### config.mk
export PLATFORM = sky130hd
export DESIGN_NAME = shift_reg_chain_output
export DESIGN_NICKNAME = d
export VERILOG_FILES = /design/src/rtl/shift_reg_chain_output.sv
export SDC_FILE = /design/constraint.sdc
export NUM_CORES = 1
export LEC_CHECK = 0
export ABC_AREA = 1
export ABC_CLOCK_PERIOD_IN_PS = 1600
export BUFFER_PORTS_ARGS = -buffer_cell sky130_fd_sc_hd__buf_2
export CAP_MARGIN = 20
export CORE_ASPECT_RATIO = 1.2
export CORE_MARGIN = 1
export CORE_UTILIZATION = 45
export DETAILED_ROUTE_END_ITERATION = 10
export GPL_TIMING_DRIVEN = 0
export PLACE_DENSITY_LB_ADDON = 0.12
export SLEW_MARGIN = 5
export SYNTH_ARGS = -nofsm -noshare
export SYNTH_HDL_FRONTEND = slang
export SYNTH_SLANG_ARGS = --single-unit
### constraint.sdc
create_clock -name i_clk -period 1.6 [get_ports i_clk]
set_input_delay 0.32 -clock i_clk [delete_from_list [all_inputs] [get_ports i_clk]]
set_output_delay 0.32 -clock i_clk [all_outputs]
set_load 0.005 [all_outputs]
### src/rtl/shift_reg_chain_output.sv
// Serialises a parallel word into a daisy-chain of 74HC595 shift registers,
// generating SER, SRCLK and RCLK at a divided bit rate behind a valid/ready handshake.
module shift_reg_chain_output #(
    parameter int unsigned NUM_DEVICES = 2,
    parameter int unsigned CLK_DIV     = 1,
    parameter bit          LSB_FIRST   = 1'b0
) (
    input  logic                     i_clk,
    input  logic                     i_reset_n,
    input  logic [8*NUM_DEVICES-1:0] i_value,
    input  logic                     i_valid,
    output logic                     o_ready,
    output logic                     o_done,
    output logic                     o_data_val,
    output logic                     o_data_clock,
    output logic                     o_latch_shifted_value
);
    localparam int unsigned N  = 8 * NUM_DEVICES;
    localparam int unsigned BW = $clog2(N + 1);
    localparam int unsigned DW = $clog2(CLK_DIV + 1);

    typedef enum logic [1:0] {
        IDLE,
        SETUP,
        HIGH,
        LATCH
    } state_t;

    state_t        state;
    logic [N-1:0]  shreg;
    logic [N-1:0]  shreg_next;
    logic [BW-1:0] bit_cnt;
    logic [DW-1:0] div_cnt;
    logic          div_last;
    logic          next_bit;
    logic          first_bit;

    assign o_ready  = (state == IDLE);
    assign div_last = (div_cnt == DW'(CLK_DIV - 1));

    // The bit presented next always sits at the outgoing end of the shifted register.
    always_comb begin
        shreg_next = '0;
        next_bit   = 1'b0;
        first_bit  = 1'b0;
        if (LSB_FIRST) begin
            shreg_next = shreg >> 1;
            next_bit   = shreg_next[0];
            first_bit  = i_value[0];
        end else begin
            shreg_next = shreg << 1;
            next_bit   = shreg_next[N-1];
            first_bit  = i_value[N-1];
        end
    end

    always_ff @(posedge i_clk) begin
        if (!i_reset_n) begin
            state                 <= IDLE;
            shreg                 <= '0;
            bit_cnt               <= '0;
            div_cnt               <= '0;
            o_done                <= 1'b0;
            o_data_val            <= 1'b0;
            o_data_clock          <= 1'b0;
            o_latch_shifted_value <= 1'b0;
        end else begin
            o_done <= 1'b0;
            case (state)
                IDLE: begin
                    if (i_valid) begin
                        shreg      <= i_value;
                        o_data_val <= first_bit;
                        bit_cnt    <= '0;
                        div_cnt    <= '0;
                        state      <= SETUP;
                    end
                end
                SETUP: begin
                    if (div_last) begin
                        div_cnt      <= '0;
                        o_data_clock <= 1'b1;
                        state        <= HIGH;
                    end else begin
                        div_cnt <= div_cnt + DW'(1);
                    end
                end
                HIGH: begin
                    if (div_last) begin
                        div_cnt      <= '0;
                        o_data_clock <= 1'b0;
                        bit_cnt      <= bit_cnt + BW'(1);
                        shreg        <= shreg_next;
                        if (bit_cnt == BW'(N - 1)) begin
                            o_data_val            <= 1'b0;
                            o_latch_shifted_value <= 1'b1;
                            state                 <= LATCH;
                        end else begin
                            o_data_val <= next_bit;
                            state      <= SETUP;
                        end
                    end else begin
                        div_cnt <= div_cnt + DW'(1);
                    end
                end
                LATCH: begin
                    if (div_last) begin
                        div_cnt               <= '0;
                        o_latch_shifted_value <= 1'b0;
                        o_done                <= 1'b1;
                        state                 <= IDLE;
                    end else begin
                        div_cnt <= div_cnt + DW'(1);
                    end
                end
                default: state <= IDLE;
            endcase
        end
    end
endmodule

==> results of run 1 <==
[routing by layer]
metal	vias to the layer above	part of all wire, %
li1	633	-
met1	538	47
met2	13	50
met3	2	2.6
met4	0	0.45
met5	-	0
[path summary, 6_finish.rpt]
kind / slack, ps / cells past startpoint / to / start
setup / recovery: 80 / 3 / o_ready / state[0]
hold / removal: 280 / 3 / shreg[0] / i_value[0]
setup reg to reg: 150 / 7 / shreg[8] / state[0]
hold reg to reg: 470 / 2 / bit_cnt[4] / bit_cnt[4]
[worst min-delay path: cells and delay by family]
kind,cells,cell delay [ps]
buffers and inverters,1,100
AO/OA/AOI/OAI,1,50
AND/OR/NAND/NOR,1,70
[per-stage QoR]
| stage | setup slack [ps] | utilization (%) | power [W] | cells |
|---|---|---|---|---|
| floorplan | 320.3 | - | 0.001101 | 187 |
| global placement | 212.3 | 54.13 | 0.001215 | 242 |
| detailed placement | 163.7 | 54.13 | 0.001227 | 242 |
| CTS | 62.91 | 55.00 | 0.001497 | 245 |
| global route | 2.437 | 55.00 | 0.001590 | 245 |
| finish | 80.92 | 55.00 | 0.001476 | 245 |
[power groups by stage]
stage	combinational [W]	clock, W	sequential (W)
2_1_floorplan	0.000317	0	0.000784
3_3_place_gp	0.000426	0	0.000789
3_5_place_dp	0.000433	0	0.000794
4_1_cts	0.000435	0.000283	0.000779
5_1_grt	0.000493	0.000305	0.000792
6_report	0.000429	0.000267	0.000780
[cell families after synthesis]
kind of cell	count (synthesis)	synth area share, %
AND/OR/NAND/NOR	109	34.43
AO/OA/AOI/OAI	27	10.95
flip-flops	26	41.39
buffers and inverters	20	8.258
adder cells (fa/ha/maj)	5	4.975
[area by class of cell]
class / count / area [um^2] / area share [%]
Tap cell: 33 / 41.29 / 2.885
Timing Repair Buffer: 22 / 110.1 / 7.692
Buffer: 9 / 62.56 / 4.371
Inverter: 11 / 41.29 / 2.885
Multi-Input combinational cell: 141 / 633.1 / 44.23
Clock buffer: 3 / 22.52 / 1.573
Sequential cell: 26 / 520.5 / 36.36
[registers in the layout (all words and copies together), names as in the netlist]
name	cells
o_data_val	1
o_data_clock	1
shreg	15
o_latch_shifted_value	1
bit_cnt	5
o_done	1
state	2
[placed cells by master, fill, tap and decap left out]
| master | n |
|---|---|
| sky130_fd_sc_hd__nand2_2 | 1 |
| sky130_fd_sc_hd__nor2_1 | 36 |
| sky130_fd_sc_hd__nand3_1 | 7 |
| sky130_fd_sc_hd__a21oi_1 | 8 |
| sky130_fd_sc_hd__clkbuf_2 | 2 |
| sky130_fd_sc_hd__nand2_4 | 1 |
| sky130_fd_sc_hd__buf_2 | 25 |
| sky130_fd_sc_hd__nor2_2 | 1 |
| sky130_fd_sc_hd__inv_2 | 2 |
| sky130_fd_sc_hd__clkbuf_1 | 1 |
| sky130_fd_sc_hd__clkbuf_4 | 3 |
| sky130_fd_sc_hd__ha_1 | 5 |
| sky130_fd_sc_hd__a211oi_1 | 1 |
| sky130_fd_sc_hd__nand2_1 | 62 |
| sky130_fd_sc_hd__inv_1 | 9 |
| sky130_fd_sc_hd__and3_1 | 1 |
| sky130_fd_sc_hd__buf_6 | 3 |
| sky130_fd_sc_hd__o21ai_0 | 18 |
| sky130_fd_sc_hd__dfxtp_1 | 26 |
==> flow_summary.toml, run 1 <==
[timing]
timing.hold.ws_ps = 277.8
setup_total_negative_slack_ps = 0
grt_setup_unrepaired = "no"
maxSlewViolCount = 0
final_critical_path_share_of_the_clock_period_pct = 94.94
hold_viol = 0
finalSetupViolCount = 0
clock_skew_ps = 9.158
relSlewSlack_pct = 73.04
timing.fmax_mhz = 658.3
timing.final.crit_period_ps = 1519
max_slew.worst_pin.slew_ps = 404.5

[clock_tree]
clock_sink_count = 26
post_cts_buffers = 0
cts-htree-levels = 1
cts_resized = 0
cts.clk_slew.worst_paths_ps = 130
cts_root_buf = "sky130_fd_sc_hd__clkbuf_4"
tritoncts_clock_tree = "done"
clock_path_buffers = 2
cts_hold_repair.buffers = 0
tritoncts.num_buffers = 3
worstSkewPairLatency_ps = 310

[worst_setup_path]
count_of_buffer_and_inverter_cells_on_the_critical_path = 2
critPathMaxStageDelay_ps = 400
crit_arrival_ps = 1200
critical_path.cell_chain = "inv_1, ha_1, buf_2"
crit_path_end_kind = "output port"
critPathLaunchType = "register"
worst_path_max_delay_cell = "sky130_fd_sc_hd__dfxtp_1"
critical_path_class = "reg2out"
critical_path_peak_fanout = 5
cp_top_family = "flip-flops"
required_ps = 1280

[global_routing]
largest_net_degree_at_the_start_of_global_routing = 14
gr-usage-met3_pct = 2.290
grt-ovfl-total = 0
global_route.peak_usage_layer = "met2"
grt_usage_pct = 19.15
grt_pass1_vias = 1049
grt_antenna_before_repair = 0
grt_use_met2_pct = 35.24
wire_length_of_the_first_global_routing_pass_mm = 4.374
groute.layer.met1.usage_pct = 22.90

[place]
place.detailed.hpwl_mm = 1.946
port-buffer-count = 22
placed_cell_area_um2 = 1409
gpl.final_weighted_congestion = 0.7808

[yosys]
synthesis.nets = 211
edff_count_synth = 0
number_of_synthesized_register_bits = 26
yosys.cell_types.count = 18
ys_dominant_reg_cell = "sky130_fd_sc_hd__dfxtp_1"
ys_async_sr_fraction_pct = 0
yosysMostFrequentCell = "sky130_fd_sc_hd__nand2_1"
syn-cell-area_um2 = 1257
synth_seq_area_share_pct = 41.39
syn_inst = 187
yosysWarningCount = 0
avgSynthCellArea_um2 = 6.724
synth_top_cells_by_area = "sky130_fd_sc_hd__dfxtp_1, sky130_fd_sc_hd__nand2_1, sky130_fd_sc_hd__nor2_1"
synthDominantAreaCellType = "sky130_fd_sc_hd__dfxtp_1"
leading_cell_types_by_count_after_synthesis = "sky130_fd_sc_hd__nand2_1, sky130_fd_sc_hd__nor2_1, sky130_fd_sc_hd__dfxtp_1"
yosys.area.top_type_share_pct = 41.39

[pwr]
pwr-share-comb_pct = 29.0
sw_ratio_pct = 33.19
sequentialPowerShare_pct = 52.9
power_switching_w = 0.0004900
p_per_area_nw_per_um2 = 1031
clock_power_share_pct = 18.1
internal-power_w = 0.0009864
ir_worst_vdd_v = 0.0004762
static-leakage-power_nw = 0.7274

[drt]
finalWirelength_mm = 2.648
drc = 0
via_count_normalized_by_instance_count = 4.841
routed-via-count = 1186
final_antenna_net_count = 0
detail_route.first_pass.iterations = 4
drt_first_iter_violations = 17
detail_route.wl_per_cell_um = 10.81

[floorplanning]
top_level_pins = 24
core_area_um2 = 2603
die_y_um = 59.91
die_area_um2 = 3011
fp.dieW_um = 50.26
floorplan.initialDensity_pct = 48.32
floorplan.rows = 20

[final_layout]
n_fill_cell = 289
area_growth_syn_to_layout_pct = 13.83
finalNetCount = 238
post_route_cells_drive_above_1_share_pct = 17.92
finalInstanceArea_um2 = 1431
antennaDiodeCount = 0

[run]
drv.max_cap_violation_count = 0

[outcome]
status = "finished, final reports clean"

[min_path]
worstHoldPathType = "in2reg"
Power figures use the tool's default switching activity.
==> run 2, diff against run 1 <==
==> constraint.sdc (replaced) <==
create_clock -name i_clk -period 1.6 [get_ports i_clk]
set_input_delay 0.32 -clock i_clk [delete_from_list [all_inputs] [get_ports i_clk]]
set_output_delay 0.32 -clock i_clk [all_outputs]
set_load 0.05 [all_outputs]
==> run 2 against run 1 <==
  * Critical path depth stayed put
  * Clock power hardly changed
  * Largest power group unchanged
  * Largest cell class unchanged
  * Clock skew hardly changed
  * Utilization is 0.24 points higher
  * Highest routed layer unchanged
  * Sequential cell count stayed put
  * Power is 5.0% higher
  * Final cell count stayed put
  * Hold slack better by 1.0 ps
  * Sequential share of layout area is 0.071 points lower
==> flow_summary.toml, run 2 (synthesis results as in run 1) <==
[final_layout]
area_growth_syn_to_layout_pct = 14.33
seq_area_um2 = 521.8
post_route_cells_drive_above_1_share_pct = 18.87
n_fill_cell = 294
finalNetCount = 238
max_flop_register = "shreg"
largestRegisters = "shreg (15), bit_cnt (5), state (2)"
commonest_non_fill_non_tap_cells_in_the_layout = "sky130_fd_sc_hd__nand2_1, sky130_fd_sc_hd__nor2_1, sky130_fd_sc_hd__dfxtp_1"
multiInputGateArea_um2 = 635.6
antennaDiodeCount = 0
largest_register_ff_count = 15
most_common_cell_after_layout_fill_and_taps_aside = "sky130_fd_sc_hd__nand2_1"

[timing]
max_slew.worst_pin.slew_ps = 405.4
hold_viol = 0
timing.fmax_mhz = 656.4
grt_setup_unrepaired = "no"
clock_skew_ps = 9.391
relSlewSlack_pct = 72.97
finalSetupViolCount = 0
setup_total_negative_slack_ps = 0
maxSlewViolCount = 0
timing.hold.ws_ps = 278.9
timing.final.crit_period_ps = 1523
final_critical_path_share_of_the_clock_period_pct = 95.22

[global_routing]
grt_pass1_vias = 1064
largest_net_degree_at_the_start_of_global_routing = 14
wire_length_of_the_first_global_routing_pass_mm = 4.395
grt_antenna_before_repair = 0
grt_usage_pct = 19.20
grt-ovfl-total = 0

[clock_tree]
cts-htree-levels = 1
cts_hold_repair.buffers = 0
clock_path_buffers = 2
tritoncts.num_buffers = 3
cts.clk_slew.worst_paths_ps = 120
worstSkewPairLatency_ps = 310
tritoncts_clock_tree = "done"
clock_sink_count = 26
cts_root_buf = "sky130_fd_sc_hd__clkbuf_4"

[floorplanning]
die_y_um = 59.91
floorplan.rows = 20
floorplan.initialDensity_pct = 48.32
core_area_um2 = 2603
top_level_pins = 24
fp.dieW_um = 50.26
die_area_um2 = 3011

[worst_setup_path]
required_ps = 1280
critical_path_peak_fanout = 5
worst_path_max_delay_cell = "sky130_fd_sc_hd__dfxtp_1"
crit_arrival_ps = 1200
critical_path_class = "reg2out"
critPathMaxStageDelay_ps = 360
crit_path_end_kind = "output port"
critical_path.cell_chain = "inv_1, ha_2, buf_4"
critPathLaunchType = "register"

[drt]
final_antenna_net_count = 0
finalWirelength_mm = 2.678
via_count_normalized_by_instance_count = 4.849
detail_route.wl_per_cell_um = 10.93
detail_route.first_pass.iterations = 4
drt_first_iter_violations = 16
drc = 0
routed-via-count = 1188

[run]
drv.max_cap_violation_count = 0

[pwr]
static-leakage-power_nw = 0.7278
p_total_w = 0.001550
p_per_area_nw_per_um2 = 1078
ir_worst_vdd_v = 0.0006875

[outcome]
status = "finished, final reports clean"

[place]
gpl.final_weighted_congestion = 0.7808
port-buffer-count = 22
place.detailed.hpwl_mm = 1.946

[min_path]
worstHoldPathType = "in2reg"
## run 2: cell counts in the layout (fill, tap and decap cells not counted)
Identical to the previous run, type by type.
## run 2: final timing paths
check | cells past startpoint | slack (ps) | startpoint | end
min | 3 | 280 | i_value[0] | shreg[0]
max | 3 | 80 | state[1] | o_ready
min reg2reg | 2 | 470 | bit_cnt[4] | bit_cnt[4]
max reg2reg | 6 | 180 | bit_cnt[0] | bit_cnt[4]
## run 2: routing by layer
layer / vias up / track usage, % / routed length, um
li1: 634 / - / -
met1: 539 / 22.74 / 1266
met2: 13 / 35.62 / 1330
met3: 2 / 2.290 / 69
met4: 0 / 6.122 / 12
met5: - / 0 / 0
## run 2: worst max-delay path, delay by kind of cell, from the launching register on
kind                       cells  cell delay (ps)
DFF                            1              360
buffers and inverters          2              300
adders and majority gates      1              230
## run 2: power by group
group          switching, W  internal (W)
registers         0.0000458      0.000736
logic              0.000330      0.000171
clock network      0.000179     0.0000879
total              0.000555      0.000995
## run 2: cell type report
| class | count | share of cell area, % |
|---|---|---|
| clock buffer | 3 | 1.567 |
| tap | 33 | 2.872 |
| inverter | 11 | 2.872 |
| buffer | 9 | 4.352 |
| sequential | 26 | 36.29 |
| timing repair buffer | 22 | 7.833 |
| multi-input combinational | 141 | 44.21 |
## run 2: through the flow
stage	cells	worst slack (ps)	cell area (um^2)	utilization, %
2_1_floorplan	187	7.032	1257	-
3_3_place_gp	242	212.3	1409	54.13
3_5_place_dp	242	163.7	1409	54.13
4_1_cts	245	11.32	1435	55.14
5_1_grt	245	13.32	1438	55.24
6_report	245	76.55	1438	55.24
## run 2: repair_timing
| item | CTS | global route |
|---|---|---|
| setup endpoints to repair | 1 | 1 |
| gates resized for setup | 2 | 1 |
| endpoints found under the hold margin | 0 | 0 |
| buffers inserted | 0 | 0 |
==> run 3, diff against run 2 <==
--- a/config.mk
+++ b/config.mk
@@ -11,7 +11,7 @@
 export CAP_MARGIN = 20
 export CORE_ASPECT_RATIO = 1.2
 export CORE_MARGIN = 1
-export CORE_UTILIZATION = 45
+export CORE_UTILIZATION = 30
 export DETAILED_ROUTE_END_ITERATION = 10
 export GPL_TIMING_DRIVEN = 0
 export PLACE_DENSITY_LB_ADDON = 0.12
==> run 3 against run 2 <==
  * Final cell count up 8.6%
  * Register-to-register slack about the same
  * Routed wire length up 6.4%
==> flow_summary.toml, run 3 (synthesis results as in run 1) <==
[timing]
grt_setup_unrepaired = "no"
timing.fmax_mhz = 671.4
max_slew.worst_pin.slew_ps = 458.4
finalSetupViolCount = 0
timing.final.crit_period_ps = 1490
relSlewSlack_pct = 69.44
clock_skew_ps = 1.266
hold_viol = 0
setup_total_negative_slack_ps = 0
final_critical_path_share_of_the_clock_period_pct = 93.10
maxSlewViolCount = 0

[floorplanning]
die_y_um = 72.92
floorplan.initialDensity_pct = 31.65
core_area_um2 = 3973
floorplan.rows = 25
top_level_pins = 24
fp.dieW_um = 61.10
die_area_um2 = 4455

[drt]
detail_route.first_pass.iterations = 4
final_antenna_net_count = 0
detail_route.wl_per_cell_um = 10.71
routed-via-count = 1157
finalWirelength_mm = 2.849
drt_first_iter_violations = 45
drc = 0
via_count_normalized_by_instance_count = 4.350

[pwr]
p_per_area_nw_per_um2 = 1110
ir_worst_vdd_v = 0.0005448
static-leakage-power_nw = 0.7353

[clock_tree]
cts_root_buf = "sky130_fd_sc_hd__clkbuf_8"
tritoncts.num_buffers = 3
cts.clk_slew.worst_paths_ps = 80
post_cts_buffers = 0
tritoncts_clock_tree = "done"
cts-htree-levels = 1
cts_hold_repair.buffers = 0
clock_path_buffers = 2
worstSkewPairLatency_ps = 270
clock_sink_count = 26

[global_routing]
largest_net_degree_at_the_start_of_global_routing = 14
wire_length_of_the_first_global_routing_pass_mm = 5.037
grt_usage_pct = 15.16
grt_antenna_before_repair = 0
grt-ovfl-total = 0
grt_pass1_vias = 1146

[final_layout]
final_std_cells_w_o_fill = 266
commonest_non_fill_non_tap_cells_in_the_layout = "sky130_fd_sc_hd__nand2_1, sky130_fd_sc_hd__nor2_1, sky130_fd_sc_hd__dfxtp_1"
area_growth_syn_to_layout_pct = 17.81
fin_util_pct = 37.29
max_flop_register = "shreg"
largest_register_ff_count = 15
finalNetCount = 238
post_route_cells_drive_above_1_share_pct = 18.40
largestRegisters = "shreg (15), bit_cnt (5), state (2)"
antennaDiodeCount = 0
most_common_cell_after_layout_fill_and_taps_aside = "sky130_fd_sc_hd__nand2_1"

[worst_setup_path]
critical_path_class = "reg2out"
cp_top_family = "flip-flops"
critical_path_peak_fanout = 5
critical_path.cell_chain = "inv_1, ha_2, buf_4"
critPathLaunchType = "register"
crit_path_end_kind = "output port"
critPathMaxStageDelay_ps = 350
count_of_buffer_and_inverter_cells_on_the_critical_path = 2
required_ps = 1280
crit_arrival_ps = 1170
worst_path_max_delay_cell = "sky130_fd_sc_hd__dfxtp_1"

[min_path]
worstHoldPathType = "in2reg"

[place]
post-place-cells = 263
place.detailed.hpwl_mm = 2.042
port-buffer-count = 22
gpl.final_weighted_congestion = 0.7365

[run]
drv.max_cap_violation_count = 0

[outcome]
status = "finished, final reports clean"
-- run 3: changes by cell type in the layout (fill, tap and decap cells not counted) --
cell	previous run	this run
sky130_fd_sc_hd__clkbuf_4	3	0
sky130_fd_sc_hd__clkbuf_8	0	3
sky130_fd_sc_hd__dfxtp_1	25	26
sky130_fd_sc_hd__dfxtp_2	1	0
-- run 3: what timing repair did --
item	CTS	global route
gates resized for setup	1	1
endpoints found under the setup margin	1	4
cloned	0	0
-- run 3: cell type report --
type                    instances  area (um^2)
plain buffers                   9        62.56
clock buffers                   3        41.29
fillers                       471         2491
inverters                      11        41.29
multi-input cells             141        635.6
flip-flops and latches         26        520.5
well taps                      54        67.56
repair buffers                 22        112.6
-- run 3: power breakdown --
group | switching, W | total, W | leakage (nW) | internal [W]
Combinational | 0.000331 | 0.000502 | 0.500 | 0.000171
Sequential | 0.0000426 | 0.000777 | 0.213 | 0.000734
Clock | 0.000197 | 0.000366 | 0.0216 | 0.000169
Total | 0.000571 | 0.00164 | 0.735 | 0.00107
-- run 3: final timing paths --
| path | cells after the start | to | slack (ps) | startpoint |
|---|---|---|---|---|
| setup / recovery | 3 | o_ready | 110 | state[0] |
| hold reg to reg | 2 | bit_cnt[4] | 480 | bit_cnt[4] |
| hold / removal | 3 | shreg[0] | 320 | i_value[0] |
| setup reg to reg | 8 | shreg[8] | 190 | state[0] |
-- run 3: tightest hold or removal path, delay by kind of cell --
family / cells / cell delay (ps)
AO/OA/AOI/OAI: 1 / 60
buffers and inverters: 1 / 100
AND/OR/NAND/NOR: 1 / 70
-- run 3: stage by stage --
step / hold WS (ps) / power (W) / setup slack (ps) / instance area [um^2]
detailed placement: 469.4 / 0.001292 / 120.4 / 1435
global route: 341.6 / 0.001772 / 25.22 / 1481
global placement: 455.0 / 0.001298 / 105.4 / 1435
CTS: 312.8 / 0.001667 / 33.17 / 1479
floorplan: 440.0 / 0.001165 / 7.032 / 1257
finish: 318.1 / 0.001645 / 110.5 / 1481
-- run 3: routing by layer --
layer / up-vias / track usage, % / routed length, um
met5: - / 0 / 0
met2: 22 / 24.03 / 1225
li1: 634 / - / -
met4: 0 / 6.061 / 47
met3: 5 / 2.128 / 80
met1: 496 / 20.44 / 1496
